`src/rtl/mips_pkg.sv`:
```
// Shared types and constants for the MIPS front end.
// Holds the fetch FSM encoding and the prefetch buffer entry layout.
package mips_pkg;

  localparam int unsigned XLEN    = 32;
  localparam int unsigned INSTR_W = 32;

  localparam logic [XLEN-1:0] DEFAULT_RESET_PC = 32'h0000_0000;

  typedef enum logic [1:0] {
    S_BOOT,
    S_RUN,
    S_HALT
  } fetch_state_e;

  typedef struct packed {
    logic [INSTR_W-1:0] instr;
    logic [XLEN-1:0]    pc;
  } fetch_entry_t;

  localparam int unsigned ENTRY_W = $bits(fetch_entry_t);

endpackage

```
`src/rtl/sync_fifo.sv`:
```
// Single-clock FIFO with synchronous flush and an occupancy count.
// Push and pop may coincide at any occupancy, including full.
module sync_fifo #(
  parameter int unsigned WIDTH = 64,
  parameter int unsigned DEPTH = 4
) (
  input  logic                   clk,
  input  logic                   rst_n,
  input  logic                   flush,
  input  logic                   push,
  input  logic [WIDTH-1:0]       wdata,
  input  logic                   pop,
  output logic [WIDTH-1:0]       rdata,
  output logic [$clog2(DEPTH):0] count,
  output logic                   full,
  output logic                   empty
);

  localparam int unsigned PTR_W = $clog2(DEPTH);
  localparam int unsigned CNT_W = PTR_W + 1;

  logic [WIDTH-1:0] mem [DEPTH];
  logic [PTR_W-1:0] wr_ptr;
  logic [PTR_W-1:0] rd_ptr;

  assign rdata = mem[rd_ptr];
  assign full  = (count == CNT_W'(DEPTH));
  assign empty = (count == '0);

  // Storage is cleared on reset so the read port shows zero until the first push.
  always_ff @(posedge clk or negedge rst_n) begin
    if (!rst_n) begin
      wr_ptr <= '0;
      rd_ptr <= '0;
      count  <= '0;
      for (int unsigned i = 0; i < DEPTH; i++) begin
        mem[i] <= '0;
      end
    end else if (flush) begin
      wr_ptr <= '0;
      rd_ptr <= '0;
      count  <= '0;
    end else begin
      if (push) begin
        mem[wr_ptr] <= wdata;
        wr_ptr      <= wr_ptr + PTR_W'(1);
      end
      if (pop) begin
        rd_ptr <= rd_ptr + PTR_W'(1);
      end
      count <= count + CNT_W'(push) - CNT_W'(pop);
    end
  end

endmodule

```
`src/rtl/instr_fetch_unit.sv`:
```
// Instruction fetch: owns the fetch PC, issues credit-limited memory reads,
// buffers in-order responses with their PCs and squashes stale fetches on redirect.
module instr_fetch_unit
  import mips_pkg::*;
#(
  parameter int unsigned     DEPTH    = 4,
  parameter logic [XLEN-1:0] RESET_PC = DEFAULT_RESET_PC
) (
  input  logic               clk,
  input  logic               rst_n,
  output logic               imem_req_valid,
  input  logic               imem_req_ready,
  output logic [XLEN-1:0]    imem_req_addr,
  input  logic               imem_rsp_valid,
  input  logic [INSTR_W-1:0] imem_rsp_data,
  input  logic               redirect_valid,
  input  logic [XLEN-1:0]    redirect_pc,
  input  logic               halt_req,
  output logic               instr_valid,
  input  logic               instr_ready,
  output logic [INSTR_W-1:0] instr_data,
  output logic [XLEN-1:0]    instr_pc,
  output logic               align_err
);

  localparam int unsigned CNT_W = $clog2(DEPTH) + 1;
  localparam int unsigned SUM_W = CNT_W + 1;

  fetch_state_e     state, state_n;
  logic [XLEN-1:0]  fetch_pc, fetch_pc_n;
  logic [XLEN-1:0]  rsp_pc, rsp_pc_n;
  logic [XLEN-1:0]  target_pc;
  logic [CNT_W-1:0] outstanding, outstanding_n;
  logic [CNT_W-1:0] drop_cnt, drop_cnt_n;
  logic [CNT_W-1:0] fifo_count, fifo_count_n;
  logic             req_fire, push, pop;
  logic             req_valid_n, align_err_n;
  logic             fifo_full, fifo_empty;
  fetch_entry_t     push_entry, head_entry;
  logic [ENTRY_W-1:0] fifo_rdata;

  assign imem_req_addr = fetch_pc;
  assign instr_valid   = !fifo_empty;
  assign head_entry    = fetch_entry_t'(fifo_rdata);
  assign instr_data    = head_entry.instr;
  assign instr_pc      = head_entry.pc;

  // Next-state, counter and request-credit computation.
  always_comb begin
    state_n       = state;
    target_pc     = {redirect_pc[XLEN-1:2], 2'b00};
    req_fire      = imem_req_valid && imem_req_ready;
    pop           = instr_valid && instr_ready;
    push          = imem_rsp_valid && (drop_cnt == '0) && !redirect_valid;
    push_entry    = '{instr: imem_rsp_data, pc: rsp_pc};
    outstanding_n = outstanding + CNT_W'(req_fire) - CNT_W'(imem_rsp_valid);
    drop_cnt_n    = drop_cnt;
    fetch_pc_n    = fetch_pc;
    rsp_pc_n      = rsp_pc;
    fifo_count_n  = fifo_count + CNT_W'(push) - CNT_W'(pop);
    align_err_n   = 1'b0;

    if (imem_rsp_valid && (drop_cnt != '0)) drop_cnt_n = drop_cnt - CNT_W'(1);
    if (req_fire) fetch_pc_n = fetch_pc + XLEN'(4);
    if (push)     rsp_pc_n   = rsp_pc + XLEN'(4);

    // Everything in flight, including this cycle's accepted request, becomes stale.
    if (redirect_valid) begin
      drop_cnt_n   = outstanding_n;
      fetch_pc_n   = target_pc;
      rsp_pc_n     = target_pc;
      fifo_count_n = '0;
      align_err_n  = (redirect_pc[1:0] != 2'b00);
    end

    case (state)
      S_BOOT:  state_n = S_RUN;
      S_RUN:   if (halt_req) state_n = S_HALT;
      S_HALT:  if (redirect_valid) state_n = S_RUN;
      default: state_n = S_BOOT;
    endcase

    // Registered form of: in RUN and outstanding + buffered below DEPTH.
    req_valid_n = (state_n == S_RUN) &&
                  ((SUM_W'(outstanding_n) + SUM_W'(fifo_count_n)) < SUM_W'(DEPTH));
  end

  always_ff @(posedge clk or negedge rst_n) begin
    if (!rst_n) begin
      state          <= S_BOOT;
      fetch_pc       <= {RESET_PC[XLEN-1:2], 2'b00};
      rsp_pc         <= {RESET_PC[XLEN-1:2], 2'b00};
      outstanding    <= '0;
      drop_cnt       <= '0;
      imem_req_valid <= 1'b0;
      align_err      <= 1'b0;
    end else begin
      state          <= state_n;
      fetch_pc       <= fetch_pc_n;
      rsp_pc         <= rsp_pc_n;
      outstanding    <= outstanding_n;
      drop_cnt       <= drop_cnt_n;
      imem_req_valid <= req_valid_n;
      align_err      <= align_err_n;
    end
  end

  sync_fifo #(
    .WIDTH (ENTRY_W),
    .DEPTH (DEPTH)
  ) u_fifo (
    .clk   (clk),
    .rst_n (rst_n),
    .flush (redirect_valid),
    .push  (push),
    .wdata (push_entry),
    .pop   (pop),
    .rdata (fifo_rdata),
    .count (fifo_count),
    .full  (fifo_full),
    .empty (fifo_empty)
  );

  // Credit accounting must make a push into a full, non-draining buffer impossible.
  assert property (@(posedge clk) disable iff (!rst_n) !(push && fifo_full && !pop));

endmodule

```
`config.mk`:
```
export PLATFORM = sky130hd
export DESIGN_NAME = instr_fetch_unit
export DESIGN_NICKNAME = d
export VERILOG_FILES = /design/src/rtl/mips_pkg.sv /design/src/rtl/sync_fifo.sv /design/src/rtl/instr_fetch_unit.sv
export SDC_FILE = /design/constraint.sdc
export NUM_CORES = 1
export LEC_CHECK = 0
export CORE_ASPECT_RATIO = 1.25
export CORE_MARGIN = 3
export CORE_UTILIZATION = 34
export DETAILED_ROUTE_END_ITERATION = 10
export PLACE_DENSITY = 0.63
export SLEW_MARGIN = 20
export SYNTH_ARGS = -nofsm -noshare
export SYNTH_HDL_FRONTEND = slang
export SYNTH_HIERARCHICAL = 1
export SYNTH_SLANG_ARGS = --single-unit
export TNS_END_PERCENT = 50
```
`constraint.sdc`:
```
create_clock -name clk -period 8.15 [get_ports clk]
set_input_delay 2.0375 -clock clk [delete_from_list [all_inputs] [get_ports clk]]
set_output_delay 2.0375 -clock clk [all_outputs]
set_load 0.1 [all_outputs]
```
==> results of run 1 <==
## power by group through the flow
stage / combinational [uW] / sequential [uW] / clock, uW
after floorplan: 2550 / 2220 / 0
after global placement: 3220 / 2250 / 0
after detailed placement: 3240 / 2260 / 0
after CTS: 3250 / 2240 / 1840
after global routing: 3410 / 2240 / 1910
final: 3270 / 2190 / 1790
## cell type report
class                      count  area [um^2]  area share
sequential                   333         8341      0.4147
clock inverter                15        210.2     0.01045
multi-input combinational    711         7762      0.3860
clock buffer                  52         1095     0.05444
timing repair buffer         178         1807     0.08984
inverter                      24        90.09    0.004480
tap                          644        805.8     0.04007
## registers in the layout (all words and copies together), names as in the netlist
signal          count
u_fifo/mem        256
imem_req_addr      30
rsp_pc             30
drop_cnt            3
outstanding         3
u_fifo/count        3
state               2
u_fifo/rd_ptr       2
u_fifo/wr_ptr       2
align_err           1
imem_req_valid      1
## through the flow
stage	power, uW	util
after global routing	7554	0.4153
final	7248	0.4153
after floorplan	4769	-
after detailed placement	5502	0.3878
after global placement	5469	0.3872
after CTS	7333	0.4148
## worst max-delay path: stages (launching register included)
cell	delay (ps)
dfrtp_4	680
buf_16	300
buf_4	460
mux4_2	600
clkdlybuf4s50_1	990
## cells in the final DEF, fill, tap and decap left out, types with 14 or more instances in the layout
master / instances
mux2_2: 81
nor2_1: 38
inv_1: 23
clkdlybuf4s50_1: 165
or4_1: 17
nand3_1: 29
dfrtp_1: 331
ha_1: 16
xnor2_1: 24
a31oi_1: 19
clkbuf_16: 39
nor3_1: 15
o21ai_0: 14
nand2_1: 38
mux4_2: 64
nor4_1: 19
mux2_4: 193
## metal layers
metal  share of wire  vias to the layer above
met5               0                        -
met4           0.019                        0
met3           0.046                       52
met2            0.48                      268
met1            0.45                     5317
li1                -                     4523
## path summary, 6_finish.rpt
kind	start	to	slack (ps)	cells past startpoint
max in group asynchronous	rst_n	u_fifo/rd_ptr[1]	5160	2
worst min register to register	state[0]	state[1]	480	1
worst max-delay path	u_fifo/rd_ptr[0]	instr_pc[13]	2540	4
worst max register to register	drop_cnt[0]	u_fifo/mem[97]	4610	8
worst min-delay path	state[0]	state[1]	480	1
min in group asynchronous	rst_n	u_fifo/mem[247]	1510	1
==> results by group, run 1 <==
Synthesis
  – Syn Area/Cell: 14.83 um^2
  – Synth Cell Area: 16730 um^2
  – Post-Synthesis Cells: 1128
  – Yosys warns: 6

STA
  – Final hold slack: 483.1 ps
  – Hold Vio Cnt, Final: 0
  – Crit path time final: 5612 ps
  – Relative slew slack: 0.2159
  – Final Max Slew Viols: 0
  – Setup-failing EPs final: 0
  – Max Fclk: 178.2 MHz
  – Clock Skew: 10.77 ps
  – Setup TNS: 0 ps
  – RSZ-0062 raised after global routing: false
  – Period utilization: 0.6885
  – Worst Tran Pin Value: 1176 ps
  – Setup WS post-layout: 2538 ps

Critical path
  – Arrival @ worst endpoint: 3570 ps
  – Worst endpoint required time: 6110 ps
  – Crit Path Class: register to output pin
  – Setup crit end kind: output pin
  – Crit path launch type: register
  – CP Max Fanout: 31

Place
  – GPL Wtd Cong: 0.8186
  – DP Worst Slack: 2613 ps
  – IO buf count: 167
  – DP Area: 18780 um^2
  – Final HPWL DP: 25.34 mm
  – DP Cell Count: 1889

Clocking
  – CTS clk-pin slew, worst paths: 60 ps
  – Post-CTS sizing: 0
  – H-tree depth: 2
  – CTS tree: built
  – Clk buf depth: 3
  – TritonCTS Buffers: 38
  – Hold buffer count at CTS: 0
  – Clk Latency, worst-skew pair: 520 ps
  – Post-CTS Setup Repair Bufs: 0
  – Clock Root Buffer: clkbuf_16
  – # clock sinks: 333

Global route
  – Initial antenna violation count: 0
  – Met3 Track Usage GR: 0.02473
  – Largest net degree at the start of global routing: 173
  – Met2 usage: 0.2588
  – Gr busiest metal: met2
  – Vias in the first global route: 10940
  – Gr usage total: 0.1551
  – Congestion Overflow GR: 0
  – Met1 usage: 0.2131
  – Global-route wire length before repair: 64.13 mm

Die
  – Die ar.: 51930 um^2
  – Die Y: 254.0 um
  – Chip width: 204.4 um
  – Initial Utilization: 0.3456
  – Row Count: 90
  – Area of the core: 48420 um^2
  – # IOs: 170

Pwr
  – Leak Pwr: 0.009394 uW
  – Flop pwr share: 0.302
  – Peak VDD IR: 0.1611 mV
  – Clock power share: 0.246
  – Combinational share of power: 0.451
  – Total power per unit cell area: 360.4 nW/um^2
  – Internal power: 4113 uW
  – Psw: 3135 uW
  – Sw frac: 0.4325

Detailed routing
  – Detail Route Antenna Nets: 0
  – WL/cell: 20.48 um
  – 1st-iter DRT viols: 600
  – Vias per inst: 5.192
  – DRC Markers: 0
  – Via count: 10160
  – Final wirelength: 40.07 mm
  – Initial DRT Pass Iterations: 7

Hold path
  – HP Class: register to register

Finish
  – Area grow syn2layout: 20.19%
  – Layout fillers: 4451
  – Post-route design area: 20110 um^2
  – Final Net Count: 1376
  – Finished Layout Cells: 1957
  – Share of layout cells above drive strength 1: 0.3252
  – N_diodes: 0

Run
  – Max cap viols: 0

Status
  – Status: finished clean
Power figures use the tool's default switching activity.
==> inputs of run 2 (changes only) <==
--- a/config.mk
+++ b/config.mk
@@ -9,7 +9,7 @@
 export CORE_MARGIN = 3
 export CORE_UTILIZATION = 34
 export DETAILED_ROUTE_END_ITERATION = 10
-export PLACE_DENSITY = 0.63
+export PLACE_DENSITY = 0.65
 export SLEW_MARGIN = 20
 export SYNTH_ARGS = -nofsm -noshare
 export SYNTH_HDL_FRONTEND = slang
==> constraint.sdc (replaced) <==
create_clock -name clk -period 4.49 [get_ports clk]
set_input_delay 1.1225 -clock clk [delete_from_list [all_inputs] [get_ports clk]]
set_output_delay 1.1225 -clock clk [all_outputs]
set_load 0.1 [all_outputs]
==> results by group, run 2 (same netlist as run 1, synthesis figures left out) <==
Status
  – Status: finished clean

Detailed routing
  – DRC Markers: 0 (unchanged)
  – Final wirelength: 39.93 mm (-0.37%)
  – Via count: 10250 (+0.93%)
  – WL/cell: 20.31 um (-0.83%)
  – Initial DRT Pass Iterations: 4 (-3)
  – 1st-iter DRT viols: 566 (-5.7%)
  – Vias per inst: 5.216 (+0.46%)
  – Detail Route Antenna Nets: 0 (unchanged)

Place
  – Final HPWL DP: 26.37 mm (+4.1%)
  – DP Area: 18760 um^2 (-0.12%)
  – GPL Wtd Cong: 0.8439 (+3.1%)
  – IO buf count: 167 (unchanged)

Critical path
  – Crit path launch type: register
  – Setup crit end kind: output pin
  – Crit-path max cell delay: 790 ps (-200 ps)
  – Worst endpoint required time: 3370 ps (-2740 ps)
  – Crit Path Class: register to output pin
  – CP max-delay cell: dfrtp_4
  – Arrival @ worst endpoint: 2580 ps (-990 ps)
  – Critical path cell sequence: buf_12 -> mux4_2 -> buf_4
  – CP Max Fanout: 30 (-3.2%)

STA
  – Final Max Slew Viols: 0 (unchanged)
  – Hold Vio Cnt, Final: 0 (unchanged)
  – Crit path time final: 3707 ps
  – Max Fclk: 269.8 MHz
  – Setup-failing EPs final: 0 (unchanged)
  – Relative slew slack: 0.3258 (+0.1100)
  – Worst Tran Pin Value: 1008 ps (-168.1 ps)
  – Clock Skew: 9.787 ps (-0.9785 ps)
  – RSZ-0062 raised after global routing: false
  – Setup TNS: 0 ps (unchanged)
  – Period utilization: 0.8256

Clocking
  – CTS clk-pin slew, worst paths: 60 ps (about the same)
  – H-tree depth: 2 (unchanged)
  – Clock Root Buffer: clkbuf_16
  – Post-CTS sizing: 0 (unchanged)
  – CTS tree: built
  – Post-CTS Setup Repair Bufs: 0 (unchanged)
  – Clk buf depth: 3 (unchanged)
  – # clock sinks: 333 (unchanged)
  – TritonCTS Buffers: 38 (unchanged)
  – Clk Latency, worst-skew pair: 550 ps (+30 ps)
  – Hold buffer count at CTS: 0 (unchanged)

Pwr
  – Total power per unit cell area: 649.3 nW/um^2 (+80%)
  – Peak VDD IR: 0.2777 mV (+72%)
  – Leak Pwr: 0.009517 uW (+1.3%)

Global route
  – Largest net degree at the start of global routing: 92 (-47%)
  – Global-route wire length before repair: 63.85 mm (-0.44%)
  – Vias in the first global route: 11110 (+1.6%)
  – Initial antenna violation count: 0 (unchanged)
  – Gr usage total: 0.1547 (-0.0004054)
  – Congestion Overflow GR: 0 (unchanged)

Run
  – Max cap viols: 0 (unchanged)

Finish
  – Share of layout cells above drive strength 1: 0.3744 (+0.04922)
  – Register with the most flip-flops: u_fifo/mem
  – Commonest non-fill, non-tap cell in the layout: dfrtp_1
  – N_diodes: 0 (unchanged)
  – Area grow syn2layout: 19.67%
  – Most frequent cells in the layout: 331 x dfrtp_1, 193 x mux2_4, 101 x clkdlybuf4s50_1, 81 x mux2_2, 78 x buf_4
  – Post-route design area: 20020 um^2 (-0.44%)
  – Largest register FFs: 256 (unchanged)
  – Final Net Count: 1386 (+0.73%)

Die
  – Initial Utilization: 0.3456 (unchanged)
  – Chip width: 204.4 um (unchanged)
  – Die ar.: 51930 um^2 (unchanged)
  – # IOs: 170 (unchanged)
  – Die Y: 254.0 um (unchanged)
  – Row Count: 90 (unchanged)
  – Area of the core: 48420 um^2 (unchanged)

Hold path
  – HP Class: register to register
-- run 2: path summary, 6_finish.rpt --
check	from	to	slack [ps]	depth (start not counted)
max reg2reg	drop_cnt[0]	imem_req_valid	1700	12
max	u_fifo/rd_ptr[0]	instr_pc[1]	780	3
min reg2reg	u_fifo/mem[16]	u_fifo/mem[16]	500	1
min in group asynchronous	rst_n	u_fifo/mem[243]	570	1
min	u_fifo/mem[16]	u_fifo/mem[16]	500	1
max in group asynchronous	rst_n	u_fifo/mem[208]	2960	2
-- run 2: cell type report --
| class | instances | area (um^2) |
|---|---|---|
| repair buffers | 188 | 1757 |
| inverters | 24 | 90.09 |
| flip-flops and latches | 333 | 8341 |
| clock inverters | 12 | 206.4 |
| clock buffers | 54 | 1061 |
| fillers | 4450 | 28400 |
| well taps | 644 | 805.8 |
| multi-input cells | 711 | 7762 |
-- run 2: layer usage --
metal | global-route usage | up-vias | part of all wire
met2 | 0.2605 | 266 | 0.49
met5 | 0 | - | 0
met3 | 0.03113 | 64 | 0.050
met4 | 0.03914 | 0 | 0.021
li1 | - | 4539 | -
met1 | 0.2055 | 5385 | 0.44
-- run 2: critical path: cells and delay by family, from the launching register on --
| kind | cells | cell delay [ps] |
|---|---|---|
| DFF | 1 | 790 |
| buffers and inverters | 2 | 590 |
| muxes | 1 | 600 |
-- run 2: power by group --
part | switching [uW] | leakage [uW] | internal [uW]
logic | 3980 | 0.00452 | 1860
registers | 485 | 0.00438 | 3490
clock network | 1260 | 0.000616 | 1940
total | 5720 | 0.00952 | 7280
-- run 2: per-stage QoR --
step / setup WS [ps] / util / hold slack (ps) / power [uW] / cells
after floorplan: 1038 / - / 451.0 / 8657 / 1137
after global placement: 706.2 / 0.3873 / 470.9 / 9843 / 1900
after detailed placement: 632.2 / 0.3873 / 487.3 / 9912 / 1900
after CTS: 685.5 / 0.4135 / 494.5 / 13190 / 1966
after global routing: 612.0 / 0.4135 / 509.2 / 13560 / 1966
final: 783.2 / 0.4135 / 501.4 / 13000 / 1966
==> inputs of run 3 (changes only) <==
--- a/config.mk
+++ b/config.mk
@@ -9,7 +9,7 @@
 export CORE_MARGIN = 3
 export CORE_UTILIZATION = 34
 export DETAILED_ROUTE_END_ITERATION = 10
-export PLACE_DENSITY = 0.65
+export PLACE_DENSITY = 0.63
 export SLEW_MARGIN = 20
 export SYNTH_ARGS = -nofsm -noshare
 export SYNTH_HDL_FRONTEND = slang
==> constraint.sdc (replaced) <==
create_clock -name clk -period 3.65 [get_ports clk]
set_input_delay 0.9125 -clock clk [delete_from_list [all_inputs] [get_ports clk]]
set_output_delay 0.9125 -clock clk [all_outputs]
set_load 0.1 [all_outputs]
==> results by group, run 3 (same netlist as run 1, synthesis figures left out) <==
Status
  – Status: finished clean

Global route
  – Initial antenna violation count: 0 (unchanged)
  – Congestion Overflow GR: 0 (unchanged)
  – Gr usage total: 0.1537 (-0.001012)
  – Global-route wire length before repair: 63.50 mm (-0.54%)
  – Vias in the first global route: 10720 (-3.5%)
  – Largest net degree at the start of global routing: 89 (-3.3%)

Run
  – Max cap viols: 0 (unchanged)

Die
  – Chip width: 204.4 um (unchanged)
  – Die ar.: 51930 um^2 (unchanged)
  – Row Count: 90 (unchanged)
  – Initial Utilization: 0.3456 (unchanged)
  – # IOs: 170 (unchanged)
  – Area of the core: 48420 um^2 (unchanged)
  – Die Y: 254.0 um (unchanged)

Place
  – IO buf count: 167 (unchanged)
  – Final HPWL DP: 26.06 mm (-1.2%)
  – DP Worst Slack: 197.9 ps (-434.3 ps)
  – GPL Wtd Cong: 0.8017 (-5.0%)

STA
  – Setup-failing EPs final: 0 (unchanged)
  – Clock Skew: 10.42 ps (+0.6309 ps)
  – Setup TNS: 0 ps (unchanged)
  – RSZ-0062 raised after global routing: false
  – Setup WS post-layout: 454.1 ps (-329.1 ps)
  – Max Fclk: 312.9 MHz
  – Final Max Slew Viols: 0 (unchanged)
  – Period utilization: 0.8756
  – Worst Tran Pin Value: 975.9 ps (-32.20 ps)
  – Final hold slack: 376.8 ps (-124.6 ps)
  – Hold Vio Cnt, Final: 0 (unchanged)
  – Crit path time final: 3196 ps
  – Relative slew slack: 0.3474 (+0.02153)

Finish
  – Area grow syn2layout: 21.92%
  – Register with the most flip-flops: u_fifo/mem
  – Largest register FFs: 256 (unchanged)
  – Multi-input gate area: 7762 um^2 (unchanged)
  – Register area: 8341 um^2 (unchanged)
  – Final Net Count: 1394 (+0.58%)
  – Layout fillers: 4391 (-1.3%)
  – Most frequent cells in the layout: 331 x dfrtp_1, 193 x mux2_4, 85 x buf_4, 81 x mux2_2, 69 x clkdlybuf4s50_1
  – Final Util: 0.4213 (+0.007804)
  – Share of layout cells above drive strength 1: 0.4084 (+0.03398)
  – N_diodes: 0 (unchanged)
  – Commonest non-fill, non-tap cell in the layout: dfrtp_1

Detailed routing
  – Initial DRT Pass Iterations: 5 (+1)
  – Final wirelength: 39.87 mm (-0.15%)
  – Detail Route Antenna Nets: 0 (unchanged)
  – 1st-iter DRT viols: 544 (-3.9%)
  – DRC Markers: 0 (unchanged)
  – Vias per inst: 5.152 (-1.2%)
  – Via count: 10180 (-0.71%)
  – WL/cell: 20.17 um (-0.66%)

Critical path
  – Critical path cell sequence: buf_12 -> mux4_2 -> buf_4
  – Crit Path Class: register to output pin
  – Crit path launch type: register
  – Arrival @ worst endpoint: 2280 ps (-300 ps)
  – Setup crit end kind: output pin
  – CP max-delay cell: dfrtp_4
  – Crit-path max cell delay: 600 ps (-190 ps)
  – Worst endpoint required time: 2740 ps (-630 ps)
  – CP Max Fanout: 29 (-3.3%)

Pwr
  – Peak VDD IR: 0.3438 mV (+24%)
  – Total power per unit cell area: 808.8 nW/um^2 (+25%)
  – Leak Pwr: 0.009732 uW (+2.3%)
  – Tot Pwr: 16500 uW (+27%)

Clocking
  – CTS tree: built
  – TritonCTS Buffers: 38 (unchanged)
  – CTS clk-pin slew, worst paths: 60 ps (about the same)
  – Clock Root Buffer: clkbuf_16
  – H-tree depth: 2 (unchanged)
  – # clock sinks: 333 (unchanged)
  – Hold buffer count at CTS: 0 (unchanged)
  – Clk buf depth: 3 (unchanged)
  – Post-CTS Setup Repair Bufs: 0 (unchanged)
  – Post-CTS sizing: 0 (unchanged)
  – Clk Latency, worst-skew pair: 530 ps (-20 ps)

Hold path
  – HP Class: input pin to async pin
==> run 3: cell count changes in the layout (fill, tap and decap cells not counted), sizes merged <==
| cell | before | now |
|---|---|---|
| buf | 87 | 127 |
| bufinv | 5 | 2 |
| clkinv | 4 | 13 |
| clkdlybuf4s50 | 101 | 69 |
| clkbuf | 54 | 52 |
| clkinvlp | 1 | 0 |
| inv | 26 | 25 |
==> run 3: metrics by stage <==
stage / instances / area, um^2
floorplan: 1137 / 16770
CTS: 1976 / 20400
finish: 1976 / 20400
global placement: 1908 / 19150
detailed placement: 1908 / 19150
global route: 1976 / 20400
==> run 3: path summary, 6_finish.rpt <==
kind,depth (start not counted),endpoint,slack [ps],from
worst max-delay path,3,instr_data[0],450,u_fifo/rd_ptr[0]
worst min-delay path,1,u_fifo/mem[247],380,rst_n
worst max register to register,12,imem_req_valid,840,drop_cnt[0]
worst min register to register,1,u_fifo/mem[38],500,u_fifo/mem[38]
max in group asynchronous,2,u_fifo/mem[79],2370,rst_n
min in group clk,1,u_fifo/mem[38],500,u_fifo/mem[38]
==> run 3: power breakdown <==
| part | internal, uW | leakage, uW | total, uW | switching (uW) |
|---|---|---|---|---|
| Combinational | 2810 | 0.00471 | 7860 | 5050 |
| Clock | 2280 | 0.000634 | 3810 | 1530 |
| Sequential | 4290 | 0.00438 | 4840 | 541 |
==> run 3: per-layer routing <==
metal  vias up  global-route usage  routed length, um
met5         -                   0                  0
met4         0             0.03855                791
met3        52             0.02511               1918
met2       279              0.2547              19360
met1      5295              0.2116              17790
li1       4555                   -                  -
==> run 3: area by class of cell <==
cell class                 instances  area share
inverter                          24    0.004416
timing repair buffer             196      0.1054
tap                              644     0.03950
multi-input combinational        711      0.3805
clock inverter                    16    0.006746
clock buffer                      52     0.05465
sequential                       333      0.4088
==> run 3: critical path, delay by kind of cell, from the launching register on <==
kind | cells | cell delay, ps
flip-flops | 1 | 600
buffers and inverters | 2 | 550
multiplexers | 1 | 550
